$ cat src/rtl/mmio_master_if.sv
// CPU-side request/response and MMIO responder bus signals for mmio_master.
// No storage here; timing is defined entirely by mmio_master.
// master modport is the initiator's view, slave is the CPU + responders' view.
interface mmio_master_if;
    logic        cpu_req_valid;
    logic        cpu_req_we;
    logic [31:0] cpu_req_addr;
    logic [31:0] cpu_req_wdata;
    logic        cpu_busy;
    logic        cpu_resp_valid;
    logic [31:0] cpu_resp_rdata;
    logic        cpu_resp_err;
    logic        mmio_read;
    logic        mmio_write;
    logic [31:0] mmio_addr;
    logic [31:0] mmio_write_data;
    logic        mmio_work_in;
    logic        mmio_done_in;
    logic [31:0] mmio_read_data_in;

    modport master (
        input  cpu_req_valid, cpu_req_we, cpu_req_addr, cpu_req_wdata,
        output cpu_busy, cpu_resp_valid, cpu_resp_rdata, cpu_resp_err,
        output mmio_read, mmio_write, mmio_addr, mmio_write_data,
        input  mmio_work_in, mmio_done_in, mmio_read_data_in
    );

    modport slave (
        output cpu_req_valid, cpu_req_we, cpu_req_addr, cpu_req_wdata,
        input  cpu_busy, cpu_resp_valid, cpu_resp_rdata, cpu_resp_err,
        input  mmio_read, mmio_write, mmio_addr, mmio_write_data,
        output mmio_work_in, mmio_done_in, mmio_read_data_in
    );
endinterface

$ cat src/rtl/mmio_master.sv
// Single-outstanding MMIO initiator: CPU word request -> shared MMIO bus -> one-cycle response.
// Latency: bus request 1 cycle after accept, response 1 cycle after done/decode error; misaligned 1 cycle.
// Backpressure: cpu_busy high while not IDLE, requests during busy are dropped; MMIO_TIMEOUT_EN adds bus timeout.
module mmio_master #(
    parameter int unsigned TIMEOUT_CYCLES = 255
) (
    input  logic         sys_clk,
    input  logic         rst_n,
    mmio_master_if.master bus
);

    typedef enum logic [1:0] {S_IDLE, S_BUS, S_RESP} state_t;

    state_t      r_state;
    state_t      w_state_nxt;
    logic        r_we;
    logic [31:0] r_addr;
    logic [31:0] r_wdata;
    logic [31:0] r_rdata;
    logic        r_err;

    logic        w_accept;
    logic        w_fin;
    logic        w_fin_err;
    logic [31:0] w_fin_rdata;
    logic        w_tmo;

`ifdef MMIO_TIMEOUT_EN
    localparam int CW = $clog2(TIMEOUT_CYCLES + 1);

    // Counter holds (BUS cycle number - 1), so the last allowed cycle sees TIMEOUT_CYCLES-1.
    logic [CW-1:0] r_tmo_cnt;

    assign w_tmo = (r_tmo_cnt == CW'(TIMEOUT_CYCLES - 1));

    // Timeout counter: cleared when a bus request is accepted, counts every BUS cycle.
    always_ff @(posedge sys_clk or negedge rst_n) begin
        if (!rst_n) begin
            r_tmo_cnt <= '0;
        end else if (w_accept) begin
            r_tmo_cnt <= '0;
        end else if (r_state == S_BUS) begin
            r_tmo_cnt <= r_tmo_cnt + CW'(1);
        end
    end
`else
    logic w_unused_tmo;

    assign w_tmo        = 1'b0;
    assign w_unused_tmo = (TIMEOUT_CYCLES == 0);
`endif

    // State register.
    always_ff @(posedge sys_clk or negedge rst_n) begin
        if (!rst_n) begin
            r_state <= S_IDLE;
        end else begin
            r_state <= w_state_nxt;
        end
    end

    // Next state plus the completion status to be presented in RESP.
    always_comb begin
        w_state_nxt = r_state;
        w_accept    = 1'b0;
        w_fin       = 1'b0;
        w_fin_err   = 1'b0;
        w_fin_rdata = '0;
        case (r_state)
            S_IDLE: begin
                if (bus.cpu_req_valid) begin
                    if (bus.cpu_req_addr[1:0] != 2'b00) begin
                        // Misaligned: answer with an error without touching the bus.
                        w_fin       = 1'b1;
                        w_fin_err   = 1'b1;
                        w_state_nxt = S_RESP;
                    end else begin
                        w_accept    = 1'b1;
                        w_state_nxt = S_BUS;
                    end
                end
            end
            S_BUS: begin
                if (!bus.mmio_work_in) begin
                    // Nobody claimed the address.
                    w_fin       = 1'b1;
                    w_fin_err   = 1'b1;
                    w_state_nxt = S_RESP;
                end else if (bus.mmio_done_in) begin
                    // Done beats a timeout landing in the same cycle.
                    w_fin       = 1'b1;
                    w_fin_rdata = r_we ? 32'h0 : bus.mmio_read_data_in;
                    w_state_nxt = S_RESP;
                end else if (w_tmo) begin
                    w_fin       = 1'b1;
                    w_fin_err   = 1'b1;
                    w_state_nxt = S_RESP;
                end
            end
            S_RESP: begin
                // Also the idle gap that lets the responder's done self-clear.
                w_state_nxt = S_IDLE;
            end
            default: begin
                w_state_nxt = S_IDLE;
            end
        endcase
    end

    // Request/response holding registers; everything returns to 0 as RESP is left.
    always_ff @(posedge sys_clk or negedge rst_n) begin
        if (!rst_n) begin
            r_we    <= 1'b0;
            r_addr  <= '0;
            r_wdata <= '0;
            r_rdata <= '0;
            r_err   <= 1'b0;
        end else begin
            if (w_accept) begin
                r_we    <= bus.cpu_req_we;
                r_addr  <= bus.cpu_req_addr;
                r_wdata <= bus.cpu_req_we ? bus.cpu_req_wdata : 32'h0;
            end else if (r_state == S_RESP) begin
                r_we    <= 1'b0;
                r_addr  <= '0;
                r_wdata <= '0;
            end
            if (w_fin) begin
                r_err   <= w_fin_err;
                r_rdata <= w_fin_rdata;
            end else if (r_state == S_RESP) begin
                r_err   <= 1'b0;
                r_rdata <= '0;
            end
        end
    end

    assign bus.cpu_busy        = (r_state != S_IDLE);
    assign bus.cpu_resp_valid  = (r_state == S_RESP);
    assign bus.cpu_resp_rdata  = r_rdata;
    assign bus.cpu_resp_err    = r_err;
    assign bus.mmio_read       = (r_state == S_BUS) && !r_we;
    assign bus.mmio_write      = (r_state == S_BUS) && r_we;
    assign bus.mmio_addr       = r_addr;
    assign bus.mmio_write_data = r_wdata;

endmodule
$ cat src/flat_wrapper.sv
// flat-port wrapper written by rule: the top's interface ports become plain ports
module mmio_master_flat 
#(
    parameter int unsigned TIMEOUT_CYCLES = 255
)
  (sys_clk, rst_n, bus_cpu_req_valid, bus_cpu_req_we, bus_cpu_req_addr, bus_cpu_req_wdata, bus_cpu_busy, bus_cpu_resp_valid, bus_cpu_resp_rdata, bus_cpu_resp_err, bus_mmio_read, bus_mmio_write, bus_mmio_addr, bus_mmio_write_data, bus_mmio_work_in, bus_mmio_done_in, bus_mmio_read_data_in);
  mmio_master_if bus_i ();
  input  logic sys_clk;
  input  logic rst_n;
  input wire logic [$bits(bus_i.cpu_req_valid)-1:0] bus_cpu_req_valid;
  input wire logic [$bits(bus_i.cpu_req_we)-1:0] bus_cpu_req_we;
  input wire logic [$bits(bus_i.cpu_req_addr)-1:0] bus_cpu_req_addr;
  input wire logic [$bits(bus_i.cpu_req_wdata)-1:0] bus_cpu_req_wdata;
  output wire logic [$bits(bus_i.cpu_busy)-1:0] bus_cpu_busy;
  output wire logic [$bits(bus_i.cpu_resp_valid)-1:0] bus_cpu_resp_valid;
  output wire logic [$bits(bus_i.cpu_resp_rdata)-1:0] bus_cpu_resp_rdata;
  output wire logic [$bits(bus_i.cpu_resp_err)-1:0] bus_cpu_resp_err;
  output wire logic [$bits(bus_i.mmio_read)-1:0] bus_mmio_read;
  output wire logic [$bits(bus_i.mmio_write)-1:0] bus_mmio_write;
  output wire logic [$bits(bus_i.mmio_addr)-1:0] bus_mmio_addr;
  output wire logic [$bits(bus_i.mmio_write_data)-1:0] bus_mmio_write_data;
  input wire logic [$bits(bus_i.mmio_work_in)-1:0] bus_mmio_work_in;
  input wire logic [$bits(bus_i.mmio_done_in)-1:0] bus_mmio_done_in;
  input wire logic [$bits(bus_i.mmio_read_data_in)-1:0] bus_mmio_read_data_in;
  assign bus_i.cpu_req_valid = bus_cpu_req_valid;
  assign bus_i.cpu_req_we = bus_cpu_req_we;
  assign bus_i.cpu_req_addr = bus_cpu_req_addr;
  assign bus_i.cpu_req_wdata = bus_cpu_req_wdata;
  assign bus_cpu_busy = bus_i.cpu_busy;
  assign bus_cpu_resp_valid = bus_i.cpu_resp_valid;
  assign bus_cpu_resp_rdata = bus_i.cpu_resp_rdata;
  assign bus_cpu_resp_err = bus_i.cpu_resp_err;
  assign bus_mmio_read = bus_i.mmio_read;
  assign bus_mmio_write = bus_i.mmio_write;
  assign bus_mmio_addr = bus_i.mmio_addr;
  assign bus_mmio_write_data = bus_i.mmio_write_data;
  assign bus_i.mmio_work_in = bus_mmio_work_in;
  assign bus_i.mmio_done_in = bus_mmio_done_in;
  assign bus_i.mmio_read_data_in = bus_mmio_read_data_in;
  mmio_master #(.TIMEOUT_CYCLES(TIMEOUT_CYCLES)) u_core (.sys_clk(sys_clk), .rst_n(rst_n), .bus(bus_i));
endmodule
$ cat config.mk
export PLATFORM = sky130hd
export DESIGN_NAME = mmio_master_flat
export DESIGN_NICKNAME = d
export VERILOG_FILES = /design/src/rtl/mmio_master_if.sv /design/src/rtl/mmio_master.sv /design/src/flat_wrapper.sv
export SDC_FILE = /design/constraint.sdc
export NUM_CORES = 1
export LEC_CHECK = 0
export CAP_MARGIN = 20
export CORE_ASPECT_RATIO = 1.5
export CORE_MARGIN = 5
export CORE_UTILIZATION = 43
export CTS_CLUSTER_DIAMETER = 200
export CTS_CLUSTER_SIZE = 16
export DETAILED_ROUTE_END_ITERATION = 7
export PLACE_DENSITY = 0.91
export SYNTH_ARGS = -nofsm -noshare
export SYNTH_HDL_FRONTEND = slang
export SYNTH_SLANG_ARGS = --single-unit
$ cat constraint.sdc
create_clock -name sys_clk -period 4.15 [get_ports sys_clk]
set_clock_uncertainty 0.1 [all_clocks]
set_input_delay 0.415 -clock sys_clk [delete_from_list [all_inputs] [get_ports sys_clk]]
set_output_delay 0.415 -clock sys_clk [all_outputs]
set_load 0.02 [all_outputs]
==> impl_metrics.json, run 1 <==
{
  "status": "complete, no violations",
  "endpoint_kind": "output port",
  "viasPerCell": 5.57,
  "multi_input_area_sq_um": 1260,
  "track_usage_pct": 21.6,
  "tns_ps": 0,
  "port_buffers": 202,
  "start_kind": "flip-flop",
  "powerDensity_nw_per_um2": 391,
  "diodes": 0,
  "drt_iter0_markers": 189,
  "cts_tree": "built",
  "start_util_pct": 44.4,
  "grt_first_pass_wirelength_mm": 18.9,
  "critPathSlowestCell": "clkdlybuf4s50_1",
  "fill_cells": 609,
  "place.gp.congestion": 0.833,
  "drive_above_1_share_pct": 6.43,
  "synth-async-reset-ratio_pct": 100,
  "vdd_drop_max_mv": 0.258,
  "ios": 203,
  "coreArea_sq_um": 8880,
  "final.setup.worst_slack_ps": 1600,
  "synthTopCellsByArea": "dfrtp_1 63%, a22o_1 14%, o211ai_1 5.7%, nand3_1 3.8%, nand2_1 3.0%",
  "crit_type": "flip-flop to output port",
  "slew_headroom_pct": 64.3,
  "synth_largest_area_cell": "dfrtp_1",
  "drc_errors": 0,
  "routedWlPerCell_um": 19.7,
  "cts_buffer_depth": 2,
  "netlist_instances": 315,
  "die_h_um": 127,
  "placed_area_sq_um": 5990,
  "period_share_pct": 61.6,
  "cpPeakStageDelay_ps": 630,
  "arrival_ps": 2040,
  "grt_max_degree": 78,
  "synth_edf_count": 0,
  "design_area_sq_um": 6390,
  "cap_violations": 0,
  "critical_path_required_ps": 3630,
  "yosys_most_used_dff": "dfrtp_1",
  "syn-num-nets": 417,
  "cts.sink_count": 100,
  "postCtsSetupBuffers": 0,
  "clk_latency_ps": 330,
  "path_cells": "nor2b_1 -> nor2b_1 -> clkdlybuf4s50_1",
  "ctsResizeCount": 0,
  "leakagePower_nw": 2.89,
  "synth.avg_cell_area_sq_um": 12.5,
  "synth_area_sq_um": 3950,
  "ys_warn_count": 0,
  "hpwl_mm": 8.62,
  "drv_slew": 0,
  "ys_seq_area_share_pct": 63.4,
  "syn2layout_area_growth_pct": 61.9,
  "rsz0062_at_grt": "false",
  "die-area_sq_um": 11200,
  "vias": 3470,
  "ys_types": 28,
  "yosysTopAreaCellShare_pct": 63.4,
  "crit_top_cell": "nor2b_1",
  "num_rows": 42,
  "register_area_sq_um": 2500,
  "numCtsBuffers": 9,
  "grt_pass1_vias": 3673,
  "drt-total-wl_mm": 12.3,
  "worstHoldPathType": "primary input to asynchronous set/reset pin",
  "ys_ff_latch": 100,
  "die_w_um": 88.2,
  "fin_crit_ps": 2550,
  "ant_nets": 0,
  "post-place-ws_ps": 1580,
  "finalNetCount": 610,
  "cts_root_buf": "clkbuf_16",
  "cts.clk_slew.worst_paths_ps": 60,
  "tightest_slew_ps": 534,
  "firstDrtPassIters": 4,
  "crit_fanout": 9,
  "clock.fmax_ghz": 0.391,
  "ctsHtreeMaxLevel": 3,
  "antenna_found_initial": 0,
  "overflow": 0,
  "hold_violations": 0,
  "setup_viol": 0
}
-- final cells by class --
| class | instances | area share, % |
|---|---|---|
| repair buffers | 214 | 33.8 |
| multi-input cells | 180 | 19.8 |
| clock inverters | 5 | 0.940 |
| clock buffers | 11 | 3.96 |
| well taps | 110 | 2.16 |
| inverters | 3 | 0.176 |
| flip-flops and latches | 100 | 39.2 |
-- cell usage in the layout (no fill, tap or decap), drive strengths merged, types with 11 or more instances in the layout --
| master | Yosys | routed |
|---|---|---|
| o211ai | 30 | 30 |
| clkbuf | 15 | 11 |
| nand3 | 30 | 30 |
| dfrtp | 100 | 100 |
| clkdlybuf4s50 | 0 | 201 |
| nand2 | 32 | 32 |
| a22o | 64 | 64 |
| buf | 17 | 12 |
-- synthesized netlist by cell type (2+ instances only) --
master    count
and2_1        3
nand3_1      30
nand2b_1      2
buf_6         6
inv_1         3
buf_2        10
nor2_1        2
dfrtp_1     100
clkbuf_1     15
nand2_1      32
o21ai_0       2
o211ai_1     30
a22o_1       64
nor2b_1       2
-- flip-flops by register name (all words and copies together), names as in the netlist --
name	cells
u_core.bus.cpu_resp_err	1
u_core.bus.cpu_resp_rdata	32
u_core.bus.mmio_addr	32
u_core.bus.mmio_write_data	32
u_core.r_state	2
u_core.r_we	1
-- logic make-up after synthesis --
logic type / count (synthesis) / synth area share (%)
AO/OA/AOI/OAI: 102 / 21.8
AND/OR/NAND/NOR: 78 / 9.86
flip-flops: 100 / 63.4
buffers and inverters: 35 / 4.88
-- final timing paths --
check                                        startpoint                              to  slack, ps  cells after the start
worst max-delay path                  u_core.r_state[0]                   bus_mmio_read       1600                      3
worst min-delay path                              rst_n        u_core.bus.mmio_addr[18]        350                      2
worst max register to register        u_core.r_state[1]   u_core.bus.cpu_resp_rdata[31]       2240                      4
worst min register to register  u_core.bus.mmio_addr[1]         u_core.bus.mmio_addr[1]        400                      1
max in group asynchronous                         rst_n  u_core.bus.mmio_write_data[20]       2690                      4
min in group sys_clk            u_core.bus.mmio_addr[1]         u_core.bus.mmio_addr[1]        400                      1
-- report_power, final --
| group | switching (mW) | total [mW] | internal, mW |
|---|---|---|---|
| clock network | 0.355 | 0.856 | 0.501 |
| registers | 0.0468 | 1.09 | 1.04 |
| logic | 0.279 | 0.554 | 0.275 |
-- timing repair --
action | 4_1_cts | 5_1_grt
endpoints found under the hold margin | 0 | 8
setup endpoints to repair | 0 | 0
hold buffers | 0 | 1
-- critical path, delay by kind of cell (launching register included) --
family,cells,cell delay (ps)
simple gates,2,560
flops,1,520
buf+inv,1,630
-- through the flow --
step	power [mW]	utilization, %	instances	hold slack, ps
2_1_floorplan	1.35	-	315	19.4
3_3_place_gp	1.63	67.5	603	371
3_5_place_dp	1.65	67.5	603	381
4_1_cts	2.51	71.0	619	161
5_1_grt	2.60	71.9	623	359
6_report	2.50	71.9	623	355
-- routing by layer --
| metal | GRT usage (%) | up-vias | wire length, um |
|---|---|---|---|
| li1 | - | 1546 | - |
| met1 | 25.8 | 1687 | 4430 |
| met2 | 35.1 | 194 | 6220 |
| met3 | 4.83 | 43 | 1020 |
| met4 | 12.8 | 0 | 585 |
| met5 | 0 | - | 0 |
(Power assumes the default switching activity.)
==> run 2: changes to the inputs <==
- CORE_UTILIZATION: 43 -> 36
- PLACE_DENSITY: 0.91 -> 0.82
- clock period: 4.15 -> 2.1 ns (I/O delays scaled with it)
==> impl_metrics.json, run 2 (synthesis gave the netlist of run 1 again) <==
{
  "status": "complete, no violations",
  "overflow": 0,
  "dp.cells": 644,
  "place.gp.congestion": 0.770,
  "ctsHtreeMaxLevel": 3,
  "powerDensity_nw_per_um2": 764,
  "cpPeakStageDelay_ps": 660,
  "pwr-share-seq_pct": 43.4,
  "cap_violations": 0,
  "syn2layout_area_growth_pct": 63.8,
  "start_util_pct": 37.1,
  "drv_slew": 0,
  "stdcell_count": 661,
  "cts.clk_slew.worst_paths_ps": 70,
  "vias": 3370,
  "tns_ps": 0,
  "cts_tree": "built",
  "ant_nets": 0,
  "start_kind": "flip-flop",
  "p_sw_mw": 1.36,
  "rr_startpoint": "u_core.r_state[1]",
  "leakagePower_nw": 2.94,
  "drt-total-wl_mm": 12.3,
  "worstHoldPathType": "primary input to asynchronous set/reset pin",
  "num_rows": 46,
  "cts.sink_count": 100,
  "drive_above_1_share_pct": 7.16,
  "cts_buffer_depth": 2,
  "numCtsBuffers": 9,
  "layout_common_cells": "199 x clkdlybuf4s50_1, 100 x dfrtp_1, 64 x a22o_1, 32 x nand2_1",
  "drt_iter0_markers": 143,
  "period_share_pct": 94.8,
  "slew_headroom_pct": 67.7,
  "port_buffers": 202,
  "endpoint_kind": "output port",
  "grt_max_degree": 48,
  "tightest_slew_ps": 484,
  "drc_errors": 0,
  "clock.fmax_ghz": 0.502,
  "clkPwrFrac_pct": 34.2,
  "sw_frac_of_total_pct": 27.5,
  "crit_fanout": 3,
  "clk_latency_ps": 330,
  "hold_violations": 0,
  "setup_viol": 0,
  "finalNetCount": 614,
  "die_w_um": 95.5,
  "fin_crit_ps": 1990,
  "routedWlPerCell_um": 18.6,
  "mostFrequentLayoutCell": "clkdlybuf4s50_1",
  "combPwrFrac_pct": 22.4,
  "grt_pass1_vias": 3711,
  "arrival_ps": 1680,
  "crit_start": "u_core.r_state[0]",
  "viasPerCell": 5.10,
  "track_usage_pct": 18.9,
  "critical_path_required_ps": 1790,
  "die-area_sq_um": 13200,
  "ios": 203,
  "die_h_um": 138,
  "hpwl_mm": 8.92,
  "intPower_mw": 3.58,
  "coreArea_sq_um": 10600,
  "antenna_found_initial": 0,
  "crit_type": "flip-flop to output port",
  "firstDrtPassIters": 6,
  "critPathSlowestCell": "clkdlybuf4s50_1",
  "vdd_drop_max_mv": 0.389,
  "grt_first_pass_wirelength_mm": 19.3,
  "diodes": 0,
  "rsz0062_at_grt": "false",
  "path_cells": "nand2b_1 -> inv_1 -> clkdlybuf4s50_1",
  "cts_root_buf": "clkbuf_16"
}
==> run 2: power groups by stage <==
stage / clock network, mW / logic (mW) / registers [mW]
2_1_floorplan: 0 / 0.338 / 2.33
6_report: 1.69 / 1.11 / 2.14
5_1_grt: 1.83 / 1.18 / 2.16
4_1_cts: 1.74 / 1.12 / 2.14
3_5_place_dp: 0 / 1.12 / 2.18
3_3_place_gp: 0 / 1.09 / 2.17
==> run 2: timing repair <==
item                                    in CTS  in global routing
endpoints found under the hold margin       35                  0
buffers inserted                             0                  0
hold buffers                                 1                  0
endpoints found under the setup margin       0                  2
gates resized for setup                      0                  2
==> run 2: routing by layer <==
metal	track usage, %	wire length [um]
met1	21.4	4590
met2	32.9	6450
met3	6.35	1050
met4	6.30	210
met5	0	0
==> run 2: critical path: cells and delay by family, from the launching register on <==
| kind | cells | cell delay [ps] |
|---|---|---|
| and+or+nand+nor | 1 | 170 |
| buffers and inverters | 2 | 780 |
| DFF | 1 | 400 |
==> run 2: area by class of cell <==
cell class / instances / area, sq um
clock buffer: 10 / 239
multi-input combinational: 180 / 1260
inverter: 3 / 11.3
timing repair buffer: 218 / 2200
tap: 144 / 180
clock inverter: 6 / 71.3
sequential: 100 / 2500
fill: 872 / 4180
==> run 2: worst paths after layout <==
kind,depth (start not counted),end,slack [ps]
worst max-delay path,3,bus_cpu_resp_valid,110
worst min-delay path,2,u_core.bus.mmio_addr[8],270
worst max register to register,5,u_core.bus.mmio_addr[27],370
worst min register to register,1,u_core.bus.mmio_addr[1],400
max in group asynchronous,3,u_core.bus.mmio_addr[12],980
min in group sys_clk,3,u_core.bus.mmio_addr[8],310
==> run 2: per-stage QoR <==
| step | setup WS [ps] | area [sq um] | util [%] | hold slack (ps) | total power [mW] |
|---|---|---|---|---|---|
| 5_1_grt | 40.1 | 6460 | 60.7 | 304 | 5.18 |
| 3_3_place_gp | 303 | 6140 | 57.6 | 89.6 | 3.26 |
| 6_report | 109 | 6460 | 60.7 | 266 | 4.94 |
| 2_1_floorplan | 519 | 3950 | - | -186 | 2.67 |
| 3_5_place_dp | 249 | 6140 | 57.6 | 104 | 3.29 |
| 4_1_cts | 6.85 | 6460 | 60.7 | 287 | 5.00 |
